<file path="src/rtl/step_sequencer.sv">
// Stepper-motor phase sequencer: emits a 2-bit coil-phase index that advances
// once every `period` clocks for `step_count` steps, with abort and done pulse.
module step_sequencer #(
  parameter int CNT_W = 16,
  parameter int PER_W = 16
) (
  input  logic             clk,
  input  logic             reset_n,
  input  logic             start,
  input  logic             dir,
  input  logic [CNT_W-1:0] step_count,
  input  logic [PER_W-1:0] period,
  input  logic             abort,
  output logic [3:0]       phase,
  output logic             busy,
  output logic             done,
  output logic [CNT_W-1:0] remaining
);

  typedef enum logic [1:0] {
    S_IDLE,
    S_RUN,
    S_FIN
  } state_e;

  state_e           state_q,     state_d;
  logic [1:0]       phase_q,     phase_d;
  logic [CNT_W-1:0] remaining_q, remaining_d;
  logic [PER_W-1:0] timer_q,     timer_d;
  logic [PER_W-1:0] period_q,    period_d;
  logic             dir_q,       dir_d;

  logic [PER_W-1:0] period_eff;
  logic             step_due;

  assign period_eff = (period == '0) ? PER_W'(1) : period;
  assign step_due   = (timer_q == PER_W'(1));

  // NOTE: every signal driven here gets its hold value first, so no path through
  // the case statement leaves a variable unassigned and no latch is inferred.
  always_comb begin
    state_d     = state_q;
    phase_d     = phase_q;
    remaining_d = remaining_q;
    timer_d     = timer_q;
    period_d    = period_q;
    dir_d       = dir_q;

    unique case (state_q)
      S_IDLE: begin
        if (start) begin
          if (step_count != '0) begin
            dir_d       = dir;
            period_d    = period_eff;
            timer_d     = period_eff;
            remaining_d = step_count;
            state_d     = S_RUN;
          end else begin
            remaining_d = '0;
            state_d     = S_FIN;
          end
        end
      end

      S_RUN: begin
        // Abort takes priority over a step falling due on the same edge.
        if (abort) begin
          state_d = S_FIN;
        end else if (step_due) begin
          phase_d = dir_q ? phase_q + 2'd1 : phase_q - 2'd1;
          if (remaining_q != '0) begin
            remaining_d = remaining_q - CNT_W'(1);
          end
          if (remaining_q <= CNT_W'(1)) begin
            timer_d = '0;
            state_d = S_FIN;
          end else begin
            timer_d = period_q;
          end
        end else if (timer_q != '0) begin
          timer_d = timer_q - PER_W'(1);
        end
      end

      S_FIN: begin
        state_d = S_IDLE;
      end

      default: begin
        state_d = S_IDLE;
      end
    endcase
  end

  // NOTE: state registers use non-blocking assignments so every flop samples
  // the pre-edge value of its neighbours, independent of statement order.
  always_ff @(posedge clk or negedge reset_n) begin
    if (!reset_n) begin
      state_q     <= S_IDLE;
      phase_q     <= 2'd0;
      remaining_q <= '0;
      timer_q     <= '0;
      period_q    <= PER_W'(1);
      dir_q       <= 1'b1;
    end else begin
      state_q     <= state_d;
      phase_q     <= phase_d;
      remaining_q <= remaining_d;
      timer_q     <= timer_d;
      period_q    <= period_d;
      dir_q       <= dir_d;
    end
  end

  assign phase     = {2'b00, phase_q};
  assign busy      = (state_q == S_RUN);
  assign done      = (state_q == S_FIN);
  assign remaining = remaining_q;

endmodule

</file>
<file path="config.mk">
export PLATFORM = sky130hd
export DESIGN_NAME = step_sequencer
export DESIGN_NICKNAME = d
export VERILOG_FILES = /design/src/rtl/step_sequencer.sv
export SDC_FILE = /design/constraint.sdc
export NUM_CORES = 1
export LEC_CHECK = 0
export ABC_AREA = 1
export CAP_MARGIN = 5
export CORE_UTILIZATION = 54
export DETAILED_ROUTE_END_ITERATION = 7
export GPL_TIMING_DRIVEN = 0
export PLACE_DENSITY = 0.89
export SLEW_MARGIN = 25
export SYNTH_ARGS = -nofsm -noshare
export SYNTH_HDL_FRONTEND = slang
export SYNTH_SLANG_ARGS = --single-unit
export TNS_END_PERCENT = 5
</file>
<file path="constraint.sdc">
create_clock -name clk -period 1.8 [get_ports clk]
set_input_delay 0.36 -clock clk [delete_from_list [all_inputs] [get_ports clk]]
set_output_delay 0.36 -clock clk [all_outputs]
set_load 0.005 [all_outputs]
</file>
Yosys cells after proc, flatten, opt, wreduce, memory -nomap -nowiden --
Index checks and enable logic that the tools add are counted.
Operators by class: $add $sub $neg 4, magnitude comparators 1, equal/unequal tests 11, mux-type cells 21, bitwise logic cells 1, reductions and logical operators 11
Operator list (count):
- two-way mux 16 bit | 12
- one-hot mux 16 bit (2 select lines) | 2
- nonzero test 16 bit | 3
- subtractor 16 x 1 -> 16 bit (second input constant) | 2
- == test 16 x 1 -> 1 bit (second input constant) | 1
- less-or-equal comparator 16 x 1 -> 1 bit (second input constant) | 1
- zero test 16 bit | 1
- two-way mux 2 bit | 6
- AND reduction 5 bit | 2
- AND reduction 3 bit | 3
- inequality test 2 bit (second input constant) | 3
- inequality test 3 x 2 -> 1 bit (second input constant) | 2
- inequality test 2 x 1 -> 1 bit (second input constant) | 2
- one-hot mux 2 bit (2 select lines) | 1
- inequality test 3 x 1 -> 1 bit (second input constant) | 1
- adder 2 x 1 -> 2 bit (second input constant) | 1
- == test 2 x 1 -> 1 bit (second input constant) | 1
- == test 2 bit (second input constant) | 1
- zero test 2 bit | 1
- nonzero test 2 bit | 1
- subtractor 2 x 1 -> 2 bit (second input constant) | 1
- NOT 1 bit | 1
Storage, ports and cells: flip-flop bits (word level) 53, input bits 37, output and inout port bits 22, logic and storage cells 55

Logic depth before layout (Yosys ltp) --
Gate-level depths: netlist (run 1).
depth after elaboration 5, mapped depth 12, depth with buffers taken out 11

Least setup slack after synthesis (run 1) --
OpenSTA, ideal clock, no wires.
path kind register to register, start register remaining_q[0] (netlist: remaining[0]), end register timer_q[10], setup time 65 ps, arrival 1577 ps, data required time 1735 ps, path slack 158 ps, stages on the path, launching flop included 10, period minus slack after synthesis 1642 ps, cells stage by stage dfrtp_1 -> inv_1 -> ha_1 -> or2_2 -> nand3_2 -> buf_2 -> nand3_1 -> nand3_1 -> nand2_1 -> nand2_1
Between the ends: cells in the longest elaborated chain, start to end 5
RTL lines:
- from (decl) | line 28 | logic [CNT_W-1:0] remaining_q, remaining_d;
- from (signal assigned) | line 108 | remaining_q <= remaining_d;
- less-or-equal comparator 16 x 1 -> 1 bit | line 74 | if (remaining_q <= CNT_W'(1)) begin
- two-way mux 16 bit | line 74
- two-way mux 16 bit | line 69 | end else if (step_due) begin
- two-way mux 16 bit | line 67 | if (abort) begin
- one-hot mux 16 bit (2 select lines) | line 49 | unique case (state_q)
- to (signal assigned) | line 109 | timer_q <= timer_d;
- to (decl) | line 29 | logic [PER_W-1:0] timer_q, timer_d;
No other way between the ends. The select of a mux whose other input is x is not followed. A chain may end at the register's enable or synchronous reset.

Final worst setup path (run 1) --
start register state_q[0], end output busy
Between the ends: cells in the longest elaborated chain, start to end 1
RTL lines:
- from (decl) | line 26 | state_e state_q, state_d;
- from (signal assigned) | line 106 | state_q <= state_d;
- == test 2 x 1 -> 1 bit | line 116 | assign busy = (state_q == S_RUN);
- to (decl) | line 15 | output logic busy,
No other way between the ends.

==> flow_summary.toml, run 1 <==
[run_status]
status = "finished, violations left"
violations = "DRC"

[cells_and_area]
diodes = 0
multi_input_comb_area_um2 = 2180
instances_no_fill = 742
final_area_um2 = 4740
register_area_um2 = 1340
fillCellCount = 514
final_layout_size_suffix_gt1_share_pct = 13.8
final_util_pct = 73.0
final_nets = 707
area_growth_pct = 27.8

[clock_network]
cts-buffers-inserted = 5
path_clk_slew_ps = 100
h-tree-depth = 2
clk_root_buffer_cell = "clkbuf_8"
ctsLongestPathBuffers = 2
cts_sinks = 53
cts_tree = "done"
worstSkewPairLatency_ps = 320

[yosys]
synth_cell_type_count = 33
ys_seq_area_share_pct = 35.8
netlist_top_cells_area = "dfrtp_1, nand2_1, nor2_1"
avgSynthCellArea_um2 = 6.29
ys_ff_latch = 53
yosysWarningCount = 0
netlist_instances = 590
synth_largest_area_cell = "dfrtp_1"
synth_top_area_share_pct = 34.4
synth_area_um2 = 3710

[placement]
dp.cells = 725
placed_area_um2 = 4390
gp_congestion = 0.935
hpwl_mm = 7.92
numPortBuffers = 56

[critical_path]
crit-reg2reg-launch = "state_q[1]"
end_kind = "output port"
critPathRequiredTime_ps = 1440
crit_fanout = 10
cp_cell_sequence = "inv_2, nor2_4, buf_6, buf_8, clkdlybuf4s15_1"
crit_path_max_incr_delay_ps = 380
critPathArrivalTime_ps = 1420
critical_path_class = "flip-flop to output port"
cp_num_buf_inv = 4
cp-startpoint = "state_q[0]"
cp_slowest_cell = "dfrtp_1"
setup.worst_path.start_class = "flip-flop"
path_delay_family = "buffers and inverters"

[routing]
wl_per_cell_um = 14.9
wl_mm = 11.1
vias = 4168
drc = 2
ant_nets = 0
vias_per_cell = 5.62
firstDrtPassIters = 7
drt-initial-drc-count = 457

[timing]
drv_slew = 0
timing.final.hold_violations = 0
fin_crit_sh_pct = 98.8
hold_ws_ps = 463
fin_skew_ps = 5.53
tightest_slew_ps = 599
max_freq_mhz = 562
min_period_ps = 1780
fin_setup_tns_ps = 0
relSlewSlack_pct = 60.0
rsz0062_at_grt = "true"
final-setup-viol-count = 0

[global_route]
antenna_found_initial = 0
gr-total-overflow = 0
grt_max_degree = 35
grt_first_pass_wirelength_mm = 17.9
grt_pass1_vias = 3837
grt_usage_pct = 31.7

[pwr]
power.density_nw_per_um2 = 1590
p_leak_nw = 2.35
ir_drop_v = 0.000961

[die]
die_w_um = 84.9
die_y_um = 84.9
io_pins = 59
design.die.area_um2 = 7210
initial_core_util_pct = 57.1
rows = 29
coreArea_um2 = 6490

[run]
maxCapViolCount = 0

[worst_hold_path]
hp-class = "primary input to async pin"
[kinds of logic (layout without fill, tap and decap cells)]
kind of cell,count (synthesis),in the layout,share of synthesized area (%)
and+or+nand+nor,403,403,45.4
buffers and inverters,79,153,9.31
DFF,53,53,35.8
AOI/OAI and AO/OA,42,42,6.07
xor gates and xnor gates,7,7,1.65
adders and majority gates,5,5,1.69
other,1,2,0.101
[where the power goes]
group          switching [mW]  total (mW)  internal (mW)  leakage, nW
Clock                   0.406       0.713          0.307       0.0443
Sequential              0.611        2.39           1.78        0.645
Combinational            2.68        4.42           1.73         1.66
Total                    3.70        7.52           3.82         2.35
[area by class of cell]
type,count,area share [%]
tap,77,2.03
sequential,53,28.2
buffer,20,3.43
clock buffer,7,1.82
timing repair buffer,67,13.8
multi-input combinational,459,46.0
inverter,59,4.72
[per-stage QoR]
step / setup WS, ps / power (mW)
after global routing: -58.4 / 8.15
after floorplan: 158 / 4.85
after CTS: -3.08 / 7.05
final: 21.9 / 7.52
after global placement: -1340 / 6.07
after detailed placement: -523 / 6.21
[synthesized netlist by cell type]
library cell	count
or2_4	2
nor2_2	5
inv_2	4
xnor2_1	1
nor2_1	99
xor2_1	6
buf_6	3
buf_2	6
clkbuf_1	5
o21ai_0	25
nand2_1	223
a21oi_2	1
clkinv_1	1
buf_1	1
or2_2	1
nand3b_1	7
conb_1	1
nand2_2	5
o31ai_1	2
o21bai_1	2
dfstp_2	2
buf_4	5
nand3_2	1
nor2_4	3
inv_1	54
ha_1	5
nand3_1	50
o21ai_1	8
nand4_1	5
a31oi_1	1
nor3_1	2
dfrtp_1	51
a21oi_1	3
[placed cells by master (no fill, tap or decap), types with 7 or more instances in the layout]
cell / count
nand3_1: 48
nand2_1: 218
inv_2: 7
clkdlybuf4s50_1: 53
nor2_2: 13
dfrtp_1: 46
o21ai_1: 8
buf_6: 7
inv_1: 50
nor2_1: 82
nor2_4: 12
nand3b_1: 7
o21ai_0: 25
nand2_2: 9
buf_4: 15
[worst paths after layout]
path | end | slack (ps) | cells after the start
min | period_q[1] | 460 | 2
max reg2reg | period_q[11] | 50 | 8
max | busy | 20 | 5
max in group asynchronous | dir_q | 800 | 3
min in group clk | phase_q[1] | 470 | 1
min reg2reg | phase_q[1] | 470 | 1
[flip-flops by register name, indices dropped and copies added, names as in the netlist]
name and flops:
dir_q 1, period_q 16, phase_q 2, remaining 16
state_q 2, timer_q 16
[per-layer routing]
layer / part of all wire, % / wire [µm] / vias to the layer above / track usage (%)
met1: 43 / 4710 / 1924 / 44.6
met2: 48 / 5270 / 244 / 50.6
met4: 1.8 / 202 / 0 / 10.3
met5: 0 / 0 / - / 0
met3: 7.9 / 877 / 32 / 4.57
li1: - / - / 1968 / -
[repair_timing]
action                     in CTS  in global routing
resized for setup              16                 51
hold endpoints to repair       18                  0
gates cloned                    0                  0
setup endpoints to repair      33                 47
pin swaps                       3                  5
buffers inserted                3                  6
hold buffers                    1                  0
(Power assumes the default switching activity.)
==> run 2, diff against run 1 <==
--- a/config.mk
+++ b/config.mk
@@ -6,11 +6,10 @@
 export NUM_CORES = 1
 export LEC_CHECK = 0
 export ABC_AREA = 1
-export CAP_MARGIN = 5
-export CORE_UTILIZATION = 54
+export CORE_UTILIZATION = 59
 export DETAILED_ROUTE_END_ITERATION = 7
 export GPL_TIMING_DRIVEN = 0
-export PLACE_DENSITY = 0.89
+export PLACE_DENSITY = 0.95
 export SLEW_MARGIN = 25
 export SYNTH_ARGS = -nofsm -noshare
 export SYNTH_HDL_FRONTEND = slang
==> constraint.sdc (replaced) <==
create_clock -name clk -period 2.3 [get_ports clk]
set_input_delay 0.46 -clock clk [delete_from_list [all_inputs] [get_ports clk]]
set_output_delay 0.46 -clock clk [all_outputs]
set_load 0.005 [all_outputs]
==> flow_summary.toml, run 2 (synthesis results as in run 1) <==
[die]
design.die.area_um2 = 6610
coreArea_um2 = 5990
io_pins = 59
rows = 28
die_w_um = 81.3
die_y_um = 81.3
initial_core_util_pct = 61.9

[run_status]
status = "finished, final reports clean"

[timing]
final-setup-viol-count = 0
timing.final.hold_violations = 0
hold_ws_ps = 177
fin_skew_ps = 8.50
max_freq_mhz = 459
min_period_ps = 2180
drv_slew = 0
rsz0062_at_grt = "false"
fin_crit_sh_pct = 94.8
relSlewSlack_pct = 54.1
tightest_slew_ps = 688

[critical_path]
critical_path_class = "flip-flop to output port"
crit-reg2reg-launch = "remaining[0]"
crit_fanout = 19
cp_slowest_cell = "clkdlybuf4s50_1"
critPathArrivalTime_ps = 1720
reg2reg_depth = 9
setup.worst_path.start_class = "flip-flop"
cp-startpoint = "state_q[1]"
cp_cell_sequence = "nor2_4, buf_4, clkdlybuf4s50_1"
end_kind = "output port"
crit_path_max_incr_delay_ps = 540
critPathRequiredTime_ps = 1840

[placement]
hpwl_mm = 7.92
numPortBuffers = 56
placed_area_um2 = 4370
gp_congestion = 0.971

[global_route]
grt_pass1_vias = 3708
grt_first_pass_wirelength_mm = 17.2
grt_usage_pct = 34.5
grt_max_degree = 54
gr-total-overflow = 0
antenna_found_initial = 0

[clock_network]
h-tree-depth = 2
cts_tree = "done"
ctsLongestPathBuffers = 2
path_clk_slew_ps = 90
cts-buffers-inserted = 5
ctsHoldBuffers = 0
clk_root_buffer_cell = "clkbuf_8"
worstSkewPairLatency_ps = 310
cts_sinks = 53

[routing]
ant_nets = 0
top_layer = "met4"
vias_per_cell = 5.69
wl_mm = 10.6
wl_per_cell_um = 14.5
vias = 4146
wl_met1_mm = 4.40
firstDrtPassIters = 5
wl_met3_um = 955
drt-initial-drc-count = 566
drc = 0
route.met2.wl_mm = 4.97

[worst_hold_path]
hp-class = "primary input to async pin"

[cells_and_area]
register_area_um2 = 1330
final_layout_size_suffix_gt1_share_pct = 7.03
fillCellCount = 494
layout_commonest_cell = "nand2_1"
multi_input_comb_area_um2 = 2040
diodes = 0
final_nets = 695
area_growth_pct = 20.3
final_area_um2 = 4460
final_cell_mix = "nand2_1, nor2_1, clkdlybuf4s50_1, inv_1, dfrtp_1"

[pwr]
ir_drop_v = 0.000826
power.density_nw_per_um2 = 1240
p_leak_nw = 2.26

[run]
maxCapViolCount = 0
==> run 2: critical path: cells and delay by family (launching register included) <==
| family | cells | cell delay (ps) |
|---|---|---|
| and+or+nand+nor | 1 | 160 |
| buffers and inverters | 2 | 810 |
| DFF | 1 | 430 |
==> run 2: stage by stage <==
step	setup TNS (ps)	std cells	setup slack, ps	utilization (%)	power, mW
final	0	729	121	74.5	5.55
after global routing	0	729	47.4	74.5	6.02
after CTS	0	730	23.6	74.6	5.49
after detailed placement	-136	722	-88.2	72.9	4.87
after global placement	-43610	722	-848	72.9	4.72
after floorplan	0	591	658	-	3.80
==> run 2: where the power goes <==
part | switching (mW) | total (mW) | internal, mW
registers | 0.445 | 1.83 | 1.38
clock network | 0.320 | 0.593 | 0.273
logic | 1.96 | 3.13 | 1.17
total | 2.72 | 5.55 | 2.83
==> run 2: layer usage <==
metal	GRT usage, %	vias to the layer above
met1	47.9	1929
met3	5.62	29
met2	54.9	239
li1	-	1949
met5	0	-
met4	10.4	0
==> run 2: final cells by class <==
cell class	count	area share [%]
tap	75	2.10
multi-input combinational	459	45.7
timing repair buffer	56	12.5
clock buffer	7	2.16
clock inverter	1	0.112
sequential	53	29.8
inverter	59	4.96
buffer	19	2.72
==> run 2: path summary, 6_finish.rpt <==
| kind | to | slack, ps |
|---|---|---|
| hold reg to reg | phase_q[1] | 480 |
| max in group asynchronous | remaining[15] | 1660 |
| min in group clk | phase_q[1] | 480 |
| hold / removal | remaining[5] | 180 |
| setup / recovery | busy | 120 |
| setup reg to reg | timer_q[5] | 310 |
==> run 2: repair_timing <==
item,CTS,global route
buffers inserted,0,0
endpoints found under the setup margin,1,1
gates resized for setup,2,0
pin swaps,0,0
==> run 3, diff against run 2 <==
--- a/config.mk
+++ b/config.mk
@@ -10,6 +10,7 @@
 export DETAILED_ROUTE_END_ITERATION = 7
 export GPL_TIMING_DRIVEN = 0
 export PLACE_DENSITY = 0.95
+export SKIP_CTS_REPAIR_TIMING = 1
 export SLEW_MARGIN = 25
 export SYNTH_ARGS = -nofsm -noshare
 export SYNTH_HDL_FRONTEND = slang
==> flow_summary.toml, run 3 (synthesis results as in run 1) <==
[placement]
gp_congestion = 0.971
place_ws_ps = -88.2
hpwl_mm = 7.92
placed_area_um2 = 4370
numPortBuffers = 56

[die]
die_w_um = 81.3
io_pins = 59
coreArea_um2 = 5990
die_y_um = 81.3
design.die.area_um2 = 6610
initial_core_util_pct = 61.9
rows = 28

[routing]
wl_per_cell_um = 14.6
firstDrtPassIters = 5
ant_nets = 0
wl_mm = 10.6
drc = 0
vias_per_cell = 5.68
drt-initial-drc-count = 525
vias = 4146

[critical_path]
reg2reg_slack_ps = 320
critPathArrivalTime_ps = 1810
path_delay_family = "buffers and inverters"
cp_num_buf_inv = 3
crit-reg2reg-launch = "remaining[0]"
crit_end = "busy"
critPathRequiredTime_ps = 1840
path_depth = 4
cp_slowest_cell = "clkdlybuf4s50_1"
crit_fanout = 10
cp_cell_sequence = "nor2_4, buf_4, buf_6, clkdlybuf4s50_1"
rr_endpoint = "timer_q[5]"
cp-startpoint = "state_q[1]"
reg2reg_depth = 9
crit_path_max_incr_delay_ps = 510
end_kind = "output port"
setup.worst_path.start_class = "flip-flop"
critical_path_class = "flip-flop to output port"

[cells_and_area]
final_nets = 696
area_growth_pct = 20.6
final_cell_mix = "nand2_1, nor2_1, clkdlybuf4s50_1, inv_1, dfrtp_1"
layout_commonest_cell = "nand2_1"
final_area_um2 = 4480
final_layout_size_suffix_gt1_share_pct = 7.18
final_util_pct = 74.7
diodes = 0

[pwr]
ir_drop_v = 0.000825
p_leak_nw = 2.27
power.density_nw_per_um2 = 1250
power_mw = 5.58

[clock_network]
h-tree-depth = 2
cts-buffers-inserted = 5
ctsLongestPathBuffers = 2
clk_root_buffer_cell = "clkbuf_8"
path_clk_slew_ps = 90
worstSkewPairLatency_ps = 320
cts_sinks = 53
cts_tree = "done"

[timing]
fin_crit_sh_pct = 98.5
fin_skew_ps = 10.2
relSlewSlack_pct = 54.4
max_freq_mhz = 441
setup_ws_ps = 34.7
timing.final.hold_violations = 0
drv_slew = 0
tightest_slew_ps = 683
final-setup-viol-count = 0
hold_ws_ps = 172
min_period_ps = 2270

[global_route]
grt_use_met1_pct = 47.6
grt_usage_pct = 34.5
grt.busiest_layer = "met2"
antenna_found_initial = 0
use_met2_pct = 54.7
grt_pass1_vias = 3713
gr-total-overflow = 0
grt_first_pass_wirelength_mm = 17.2
grt_max_degree = 54
use_met3_pct = 5.84

[run_status]
status = "finished, final reports clean"

[run]
maxCapViolCount = 0

[worst_hold_path]
hp-class = "primary input to async pin"
==> run 3: cell count changes in the layout (fill, tap and decap cells not counted), sizes merged <==
cell | before | now
buf | 15 | 16
==> run 3: how the worst min path moves through the flow <==
| stage | startpoint | slack (ps) | cells past startpoint | endpoint |
|---|---|---|---|---|
| 2_1_floorplan | reset_n | 160 | 0 | period_q[10] |
| 3_3_place_gp | period_q[11] | 460 | 2 | period_q[11] |
| 3_5_place_dp | phase_q[1] | 460 | 1 | phase_q[1] |
| 4_1_cts | reset_n | 210 | 1 | remaining[5] |
| 5_1_grt | reset_n | 240 | 1 | remaining[5] |
| 6_report | reset_n | 170 | 1 | remaining[5] |
==> run 3: worst register-to-register path: cells and delay by family, from the launching register on <==
family / cells / cell delay [ps]
AND/OR/NAND/NOR: 6 / 850
buffers and inverters: 2 / 380
flip-flops: 1 / 400
adder cells (fa/ha/maj): 1 / 290
==> run 3: power breakdown <==
group          total [mW]  internal, mW  switching (mW)
sequential           1.83          1.38           0.449
combinational        3.15          1.19            1.96
clock               0.594         0.273           0.321
==> run 3: layout make-up <==
cell class / count / area (µm²)
multi-input combinational: 459 / 2040
fill: 493 / 1520
sequential: 53 / 1330
timing repair buffer: 56 / 558
inverter: 59 / 221
buffer: 20 / 133
clock buffer: 7 / 96.3
tap: 75 / 93.8
clock inverter: 1 / 5.00
==> run 3: per-layer routing <==
metal	wire length, µm	up-vias
li1	-	1947
met1	4410	1925
met2	5000	237
met3	943	37
met4	289	0
met5	0	-
==> run 3: per-stage QoR <==
step           setup TNS (ps)  instances
6_report                    0        730
4_1_cts                  -130        730
2_1_floorplan               0        591
5_1_grt                 -5.51        730
3_3_place_gp           -43610        722
3_5_place_dp             -136        722
